## src/rtl/spi_ram_slave_ctrl.sv

```systemverilog
// SPI slave front-end: terminates 2*ADDR_SIZE-bit frames (command + payload)
// and turns them into port-A RAM accesses with auto-incrementing pointers.
module spi_ram_slave_ctrl #(
    parameter bit CPOL      = 1'b0,
    parameter bit CPHA      = 1'b0,
    parameter int MEM_DEPTH = 256,
    parameter int ADDR_SIZE = 8
) (
    input  logic                 clk,
    input  logic                 rst,
    input  logic                 spi_sclk,
    input  logic                 spi_cs_n,
    input  logic                 spi_mosi,
    output logic                 spi_miso,
    output logic [ADDR_SIZE-1:0] ram_addr,
    output logic [ADDR_SIZE-1:0] ram_din,
    output logic                 ram_we,
    output logic                 ram_re,
    input  logic [ADDR_SIZE-1:0] ram_dout,
    output logic                 frame_done,
    output logic                 cmd_err
);

    localparam int CNT_W = $clog2(ADDR_SIZE);
    localparam logic [CNT_W-1:0]     CNT_LAST    = CNT_W'(ADDR_SIZE - 1);
    localparam logic [ADDR_SIZE-1:0] PTR_LAST    = ADDR_SIZE'(MEM_DEPTH - 1);
    localparam logic [ADDR_SIZE-1:0] CMD_WR_ADDR = ADDR_SIZE'(0);
    localparam logic [ADDR_SIZE-1:0] CMD_WR_DATA = ADDR_SIZE'(1);
    localparam logic [ADDR_SIZE-1:0] CMD_RD_ADDR = ADDR_SIZE'(2);
    localparam logic [ADDR_SIZE-1:0] CMD_RD_DATA = ADDR_SIZE'(3);

    typedef enum logic [2:0] {
        S_IDLE, S_CMD, S_FETCH, S_PAYLOAD, S_EXEC, S_WAIT_CS
    } state_t;

    state_t                 state_q, state_d;
    logic [CNT_W-1:0]       cnt_q, cnt_d;
    logic [ADDR_SIZE-1:0]   rx_q, rx_d;
    logic [ADDR_SIZE-1:0]   cmd_q, cmd_d;
    logic [ADDR_SIZE-1:0]   tx_q, tx_d;
    logic [ADDR_SIZE-1:0]   wr_ptr_q, wr_ptr_d;
    logic [ADDR_SIZE-1:0]   rd_ptr_q, rd_ptr_d;
    logic                   miso_q, miso_d;
    logic                   fetch_ph_q, fetch_ph_d;
    logic                   cmd_err_q, cmd_err_d;

    // Synchroniser chains; the third stage of sclk/cs_n is the edge-detect history.
    // Deliberately not reset so a reset with cs_n already low cannot fake a falling edge.
    logic [2:0] sclk_sync_q;
    logic [2:0] cs_sync_q;
    logic [1:0] mosi_sync_q;

    logic sclk_rise, sclk_fall, lead_edge, trail_edge, sample_edge, shift_edge;
    logic cs_hi, cs_fall, mosi_s, is_rd;
    logic [ADDR_SIZE-1:0] rx_shift;

    assign sclk_rise   = sclk_sync_q[1] & ~sclk_sync_q[2];
    assign sclk_fall   = ~sclk_sync_q[1] & sclk_sync_q[2];
    assign lead_edge   = CPOL ? sclk_fall : sclk_rise;
    assign trail_edge  = CPOL ? sclk_rise : sclk_fall;
    assign sample_edge = CPHA ? trail_edge : lead_edge;
    assign shift_edge  = CPHA ? lead_edge : trail_edge;
    assign cs_hi       = cs_sync_q[1];
    assign cs_fall     = ~cs_sync_q[1] & cs_sync_q[2];
    assign mosi_s      = mosi_sync_q[1];
    assign rx_shift    = {rx_q[ADDR_SIZE-2:0], mosi_s};
    assign is_rd       = (cmd_q == CMD_RD_DATA);

    assign spi_miso = miso_q;
    assign cmd_err  = cmd_err_q;

    function automatic logic [ADDR_SIZE-1:0] ptr_inc(input logic [ADDR_SIZE-1:0] p);
        return (p == PTR_LAST) ? '0 : p + 1'b1;
    endfunction

    // Bring the asynchronous SPI pins into the clk domain
    always_ff @(posedge clk) begin
        sclk_sync_q <= {sclk_sync_q[1:0], spi_sclk};
        cs_sync_q   <= {cs_sync_q[1:0], spi_cs_n};
        mosi_sync_q <= {mosi_sync_q[0], spi_mosi};
    end

    // Frame sequencer: next state, datapath updates and RAM strobes
    always_comb begin
        state_d    = state_q;
        cnt_d      = cnt_q;
        rx_d       = rx_q;
        cmd_d      = cmd_q;
        tx_d       = tx_q;
        wr_ptr_d   = wr_ptr_q;
        rd_ptr_d   = rd_ptr_q;
        miso_d     = 1'b0;
        fetch_ph_d = 1'b0;
        cmd_err_d  = 1'b0;
        ram_addr   = '0;
        ram_din    = '0;
        ram_we     = 1'b0;
        ram_re     = 1'b0;
        frame_done = 1'b0;
        case (state_q)
            S_IDLE: begin
                if (cs_fall) begin
                    state_d = S_CMD;
                    cnt_d   = '0;
                    rx_d    = '0;
                end
            end
            S_CMD: begin
                if (cs_hi) begin
                    state_d = S_IDLE;
                end else if (sample_edge) begin
                    rx_d = rx_shift;
                    if (cnt_q == CNT_LAST) begin
                        cnt_d = '0;
                        cmd_d = rx_shift;
                        rx_d  = '0;
                        case (rx_shift)
                            CMD_RD_DATA:                          state_d = S_FETCH;
                            CMD_WR_ADDR, CMD_WR_DATA, CMD_RD_ADDR: state_d = S_PAYLOAD;
                            default: begin
                                cmd_err_d = 1'b1;
                                state_d   = S_WAIT_CS;
                            end
                        endcase
                    end else begin
                        cnt_d = cnt_q + 1'b1;
                    end
                end
            end
            S_FETCH: begin
                if (cs_hi) begin
                    state_d = S_IDLE;
                end else if (!fetch_ph_q) begin
                    ram_re     = 1'b1;
                    ram_addr   = rd_ptr_q;
                    fetch_ph_d = 1'b1;
                end else begin
                    state_d = S_PAYLOAD;
                    // CPHA=0: MSB must be on the wire before the first payload sample edge
                    if (!CPHA) begin
                        miso_d = ram_dout[ADDR_SIZE-1];
                        tx_d   = {ram_dout[ADDR_SIZE-2:0], 1'b0};
                    end else begin
                        tx_d   = ram_dout;
                    end
                end
            end
            S_PAYLOAD: begin
                miso_d = miso_q;
                if (cs_hi) begin
                    state_d = S_IDLE;
                    miso_d  = 1'b0;
                end else if (sample_edge) begin
                    rx_d = rx_shift;
                    if (cnt_q == CNT_LAST) begin
                        cnt_d   = '0;
                        miso_d  = 1'b0;
                        state_d = S_EXEC;
                    end else begin
                        cnt_d = cnt_q + 1'b1;
                    end
                end else if (shift_edge && is_rd && (CPHA || cnt_q != '0)) begin
                    // With CPHA=0 the trailing edge of the last command bit lands here
                    // before any payload sample; it must not advance the tx register.
                    miso_d = tx_q[ADDR_SIZE-1];
                    tx_d   = {tx_q[ADDR_SIZE-2:0], 1'b0};
                end
            end
            S_EXEC: begin
                frame_done = 1'b1;
                state_d    = S_WAIT_CS;
                case (cmd_q)
                    CMD_WR_ADDR: wr_ptr_d = rx_q;
                    CMD_WR_DATA: begin
                        ram_we   = 1'b1;
                        ram_addr = wr_ptr_q;
                        ram_din  = rx_q;
                        wr_ptr_d = ptr_inc(wr_ptr_q);
                    end
                    CMD_RD_ADDR: rd_ptr_d = rx_q;
                    CMD_RD_DATA: rd_ptr_d = ptr_inc(rd_ptr_q);
                    default: ;
                endcase
            end
            S_WAIT_CS: begin
                if (cs_hi) state_d = S_IDLE;
            end
            default: state_d = S_IDLE;
        endcase
    end

    // State and datapath registers with synchronous reset
    always_ff @(posedge clk) begin
        if (rst) begin
            state_q    <= S_IDLE;
            cnt_q      <= '0;
            rx_q       <= '0;
            cmd_q      <= '0;
            tx_q       <= '0;
            wr_ptr_q   <= '0;
            rd_ptr_q   <= '0;
            miso_q     <= 1'b0;
            fetch_ph_q <= 1'b0;
            cmd_err_q  <= 1'b0;
        end else begin
            state_q    <= state_d;
            cnt_q      <= cnt_d;
            rx_q       <= rx_d;
            cmd_q      <= cmd_d;
            tx_q       <= tx_d;
            wr_ptr_q   <= wr_ptr_d;
            rd_ptr_q   <= rd_ptr_d;
            miso_q     <= miso_d;
            fetch_ph_q <= fetch_ph_d;
            cmd_err_q  <= cmd_err_d;
        end
    end

endmodule

```

## config.mk

```make
export PLATFORM = sky130hd
export DESIGN_NAME = spi_ram_slave_ctrl
export DESIGN_NICKNAME = d
export VERILOG_FILES = /design/src/rtl/spi_ram_slave_ctrl.sv
export SDC_FILE = /design/constraint.sdc
export NUM_CORES = 1
export LEC_CHECK = 0
export CAP_MARGIN = 30
export CORE_ASPECT_RATIO = 1.25
export CORE_MARGIN = 8
export CORE_UTILIZATION = 60
export DETAILED_ROUTE_END_ITERATION = 10
export PLACE_DENSITY = 0.85
export SLEW_MARGIN = 20
export SYNTH_ARGS = -nofsm -noshare
export SYNTH_HDL_FRONTEND = slang
export SYNTH_SLANG_ARGS = --single-unit
```

## constraint.sdc

```tcl
create_clock -name clk -period 2.89 [get_ports clk]
set_clock_uncertainty 0.1 [all_clocks]
set_input_delay 0.578 -clock clk [delete_from_list [all_inputs] [get_ports clk]]
set_output_delay 0.578 -clock clk [all_outputs]
set_load 0.02 [all_outputs]
```

* After elaboration in Yosys (flattened, before gate mapping) *
Cells that the tools add are included.

word-level totals
  register bits after elaboration = 57
  output and inout bits = 21
  word-level logic and storage cells = 135

operators by class
  add/subtract/negate cells = 3
  equal/unequal tests = 33
  mux-type cells = 54
  bitwise logic cells = 9
  reduce and logical (&&, ||, !) cells = 23

operator list
  operator                                                                count
  8-bit two-way mux                                                       18
  8-bit case mux with 2 select lines                                      4
  3-bit two-way mux                                                       14
  8-bit by 2-bit equality test with 1-bit output (second input constant)  4
  8-bit case mux with 3 select lines                                      1
  2-bit inequality test (second input constant)                           11
  3-bit case mux with 6 select lines                                      1
  8-bit by 1-bit adder with 8-bit output (second input constant)          2
  8-bit by 1-bit equality test with 1-bit output (second input constant)  2
  8-bit equality test (second input constant)                             2
  8-bit logical NOT                                                       2
  3-bit inequality test (second input constant)                           5
  1-bit two-way mux                                                       13
  3-bit case mux with 2 select lines                                      2
  6-bit AND reduction                                                     2
  3-bit equality test (second input constant)                             3
  4-bit inequality test (second input constant)                           2
  4-bit AND reduction                                                     2
  2-bit nonzero test                                                      4
  7-bit AND reduction                                                     1
  3-bit by 2-bit equality test with 1-bit output (second input constant)  2
  1-bit NOT                                                               6
  2-bit AND reduction                                                     3
  3-bit nonzero test                                                      2
  other kinds (11)                                                        14

* Depth between registers and ports, before layout *
  depth in word-level cells = 8
  depth in mapped cells = 7

* Least setup slack after synthesis *
Ideal clock, no wire load.

  kind = reg-to-output
  start = register cmd_q[7]
  end = output port ram_addr[0]
  data arrival time = 1.568 ns
  data required time = 2.212 ns
  slack = 0.644 ns
  stages on the path, launching flop included = 7
  path through = dfxtp_1 nor4_4 buf_6 and3_1 and2_1 buf_2 a22o_1

on the way
  cells in the longest elaborated chain, start to end = 3

ends and longest elaborated chain
  item                                            RTL line  source
  from (decl)                                     39        logic [ADDR_SIZE-1:0] cmd_q, cmd_d;
  from (signal assigned)                          209       cmd_q <= cmd_d;
  8-bit by 1-bit equality test with 1-bit output  172       case (cmd_q)
  8-bit two-way mux                               172
  8-bit case mux with 2 select lines              100       case (state_q)
  to (decl)                                       15        output logic [ADDR_SIZE-1:0] ram_addr,

No other way between the ends.

* Worst setup path after layout *
  start = register cmd_q[7]
  end = output port ram_we

on the way
  cells in the longest elaborated chain, start to end = 3

ends and longest elaborated chain
  item                                            RTL line  source
  8-bit by 1-bit equality test with 1-bit output  172
  1-bit two-way mux                               172
  1-bit two-way mux                               100
  to (decl)                                       17        output logic ram_we,

No other way between the ends.

==> summary.txt <==
Power
  • Worst ir drop on vdd: 0.0004048 V
  • Power Dens Cells: around 400 nW/µm²
  • Leakage: 1.521 nW

Finish
  • Area growth from synthesis to layout: 17.89%
  • Share of post-route cells with drive strength above 1: under 10%
  • Final net count: around 390
  • Filler cells: 378
  • # diodes: 0
  • Final Cell Area: 3505 µm²

Global routing
  • GR Layer Usage met1: between 20% and 30%
  • Largest net degree at the start of global routing: 31
  • GR Overflow Total: 0
  • GR met2 Demand/Resource: between 30% and 40%
  • Antenna violations before repair: 0
  • Vias in the first global route: around 2600
  • Most used routing layer: met2
  • Met3 GRT Util: under 10%
  • Gr usage total: around 20%
  • First-pass GRT wire length: around 12000 µm

STA
  • Final worst slack: 0.1534 ns
  • Max Slew Vio Count: 0
  • Slew @ Worst Pin: between 0.8 and 0.9 ns
  • Crit path time final: ~2.7 ns
  • RSZ-0062 raised after global routing: no
  • Max frequency: 365.4 MHz
  • TNS Setup: 0 ns
  • Final setup vio count: 0
  • Slew Limit Headroom: ~45%
  • Tcrit/Tclk final: ~95%
  • Endpoints failing hold: 0

Synth
  • Simple-gate share of the synthesized area: 27.02%
  • Post-synthesis mux area share: under 10%
  • Cell variety after synth: 57
  • Top post-synthesis cells by area: dfxtp_1 38%, mux2i_1 6.4%, nand3_1 4.4%
  • Biggest area consumer among synthesized cells: dfxtp_1
  • Synth warn: 0
  • Syn_area_per_cell: slightly below 9 µm²
  • Top cell type's share of synthesized area: between 30% and 40%
  • Top_reg_cell synth: dfxtp_1
  • Synth Area in Compound Gates: 20.79%
  • Post-synth top cells: 56 x dfxtp_1, 26 x nand3_1, 24 x o21ai_0, 22 x nor2_1, 21 x a21oi_1
  • Post-synth EDFFs: 0
  • Largest family of logic cells by synthesized area: simple AND/OR/NAND/NOR gates
  • Post-synthesis adder-cell area fraction: under 10%
  • Sequential fraction of the synthesis area: ~38%
  • #FFs+latches synth: 56
  • Async set-reset flop share out of synthesis: 0%
  • Post-Synth XOR/XNOR Area: 0%
  • Most common cell in the synthesized netlist: dfxtp_1
  • Mapped Nets: between 300 and 400
  • Synth Instances: approximately 340
  • Mapped Area: 2973 µm²

Clock network
  • CTS tree: yes
  • CTS root buf: clkbuf_8
  • # hold bufs at CTS: 0
  • Postcts setup bufs: 0
  • Clock-pin slew on the worst setup and hold paths: ~0.1 ns
  • Clock latency on the worst-skew pair: around 0.32 ns
  • Gates resized, CTS repair: 11
  • H-tree depth: 2
  • Clock Path Buffers: 2
  • Num CTS Buffers: 5
  • Clock sink count: 56

Die
  • # IOs: 34
  • Die Span Y: roughly 95 µm
  • Initial core utilization: between 60 and 70%
  • Row cnt: 28
  • Core area: roughly 4800 µm²
  • Die area: approximately 7500 µm²
  • Die W: between 70 and 80 µm

Worst hold path
  • Hold-critical path depth: 0
  • Hold WC Path Type: flip-flop to flip-flop

Placed design
  • Pre-CTS setup slack: between 0.15 and 0.2 ns
  • Port bufs: 33
  • Placed Area: ~3400 µm²
  • Hpwl dp: roughly 5300 µm
  • GPL Wtd Cong: 0.9047

Setup path
  • Critical Path Sink Type: output port
  • WP data arrival: around 2.1 ns
  • Nature of the critical path startpoint: flip-flop
  • Crit Path Class: flip-flop to output port
  • Reg2reg path depth: 5
  • CP required: ~2.2 ns
  • CP max FO: 9

Routing
  • Detailed Route WL: around 7600 µm
  • Post-route DRC: 0
  • 1st-iter DRT viols: 150
  • Via count: approximately 2700
  • Via density: ~6.4
  • First-pass DRT Iterations: 5
  • WL per Instance: approximately 18 µm
  • Final ANT Viol Nets: 0

Run status
  • Status: finished clean

Run
  • Max Cap Viol: 0
[layout by cell type, fill, tap and decap left out, types with 4 or more instances in the layout]
cell type        instances
a21oi_1                 21
mux2i_1                 19
dlymetal6s2s_1          10
nand2b_1                16
a31oi_1                  4
or3_1                    7
dfxtp_1                 55
clkdlybuf4s50_1         16
a211oi_1                 8
ha_1                     5
nor2_1                  22
nand2_1                  7
nand3b_1                 4
clkbuf_8                 5
inv_1                   11
nor2b_1                  8
nand3_1                 26
a22o_1                   8
buf_4                   14
and3_1                  12
dlygate4sd2_1            7
o21ai_0                 24
nand4_1                  6
[cell families after synthesis]
group           count (synthesis)
flops                          56
fa+ha+maj                       5
compound gates                 91
buf+inv                        36
simple gates                  133
mux                            20
[per-layer routing]
layer | share of wire [%] | vias up
met5 | 0 | -
met4 | 3.8 | 0
met3 | 3.8 | 24
met2 | 50 | 92
met1 | 42 | 1301
li1 | - | 1332
[final cells by class]
class | instances | area (µm²) | share of cell area (%)
multi-input combinational | 249 | 1699 | 48.48
sequential | 56 | 1122 | 32.02
timing repair buffer | 47 | 451.7 | 12.89
tap | 60 | 75.07 | 2.142
clock buffer | 5 | 68.82 | 1.964
clock inverter | 3 | 46.29 | 1.321
inverter | 11 | 41.29 | 1.178
[report_power, final]
part / switching (mW) / leakage, nW / internal (mW)
sequential: 0.00514 / 0.455 / 0.779
clock: 0.273 / 0.0548 / 0.262
combinational: 0.0374 / 1.01 / 0.0339
[through the flow]
step | hold WS, ns | power [mW] | util (%) | cells
after global placement | 0.2121 | 0.8709 | 70.48 | 423
after CTS | 0.2405 | 1.393 | 73.03 | 431
final | 0.2383 | 1.390 | 73.56 | 431
after floorplan | 0.2096 | 0.8418 | - | 341
after detailed placement | 0.2157 | 0.8720 | 70.48 | 423
after global routing | 0.2471 | 1.433 | 73.56 | 431
[worst max-delay path: stages, from the launching register on]
cell and delay, ns:
dfxtp_1 0.35, nor4_4 0.29, and3_1 0.21, and2_2 0.25, clkdlybuf4s50_1 0.65
[registers in the layout, indices dropped and copies added, names as in the netlist]
register / cells
cmd_err: 1
cmd_q: 8
cnt_q: 3
cs_sync_q: 3
fetch_ph_q: 1
mosi_sync_q: 2
rd_ptr_q: 8
rx_q: 8
sclk_sync_q: 3
spi_miso: 1
state_q: 3
tx_q: 7
wr_ptr_q: 8
[final timing paths]
path                   from        endpoint  slack, ns
max                cmd_q[7]          ram_we       0.15
max reg2reg        cnt_q[0]         cmd_err       0.78
min          mosi_sync_q[0]  mosi_sync_q[1]       0.24
min reg2reg  mosi_sync_q[0]  mosi_sync_q[1]       0.24
Power figures use the tool's default switching activity.
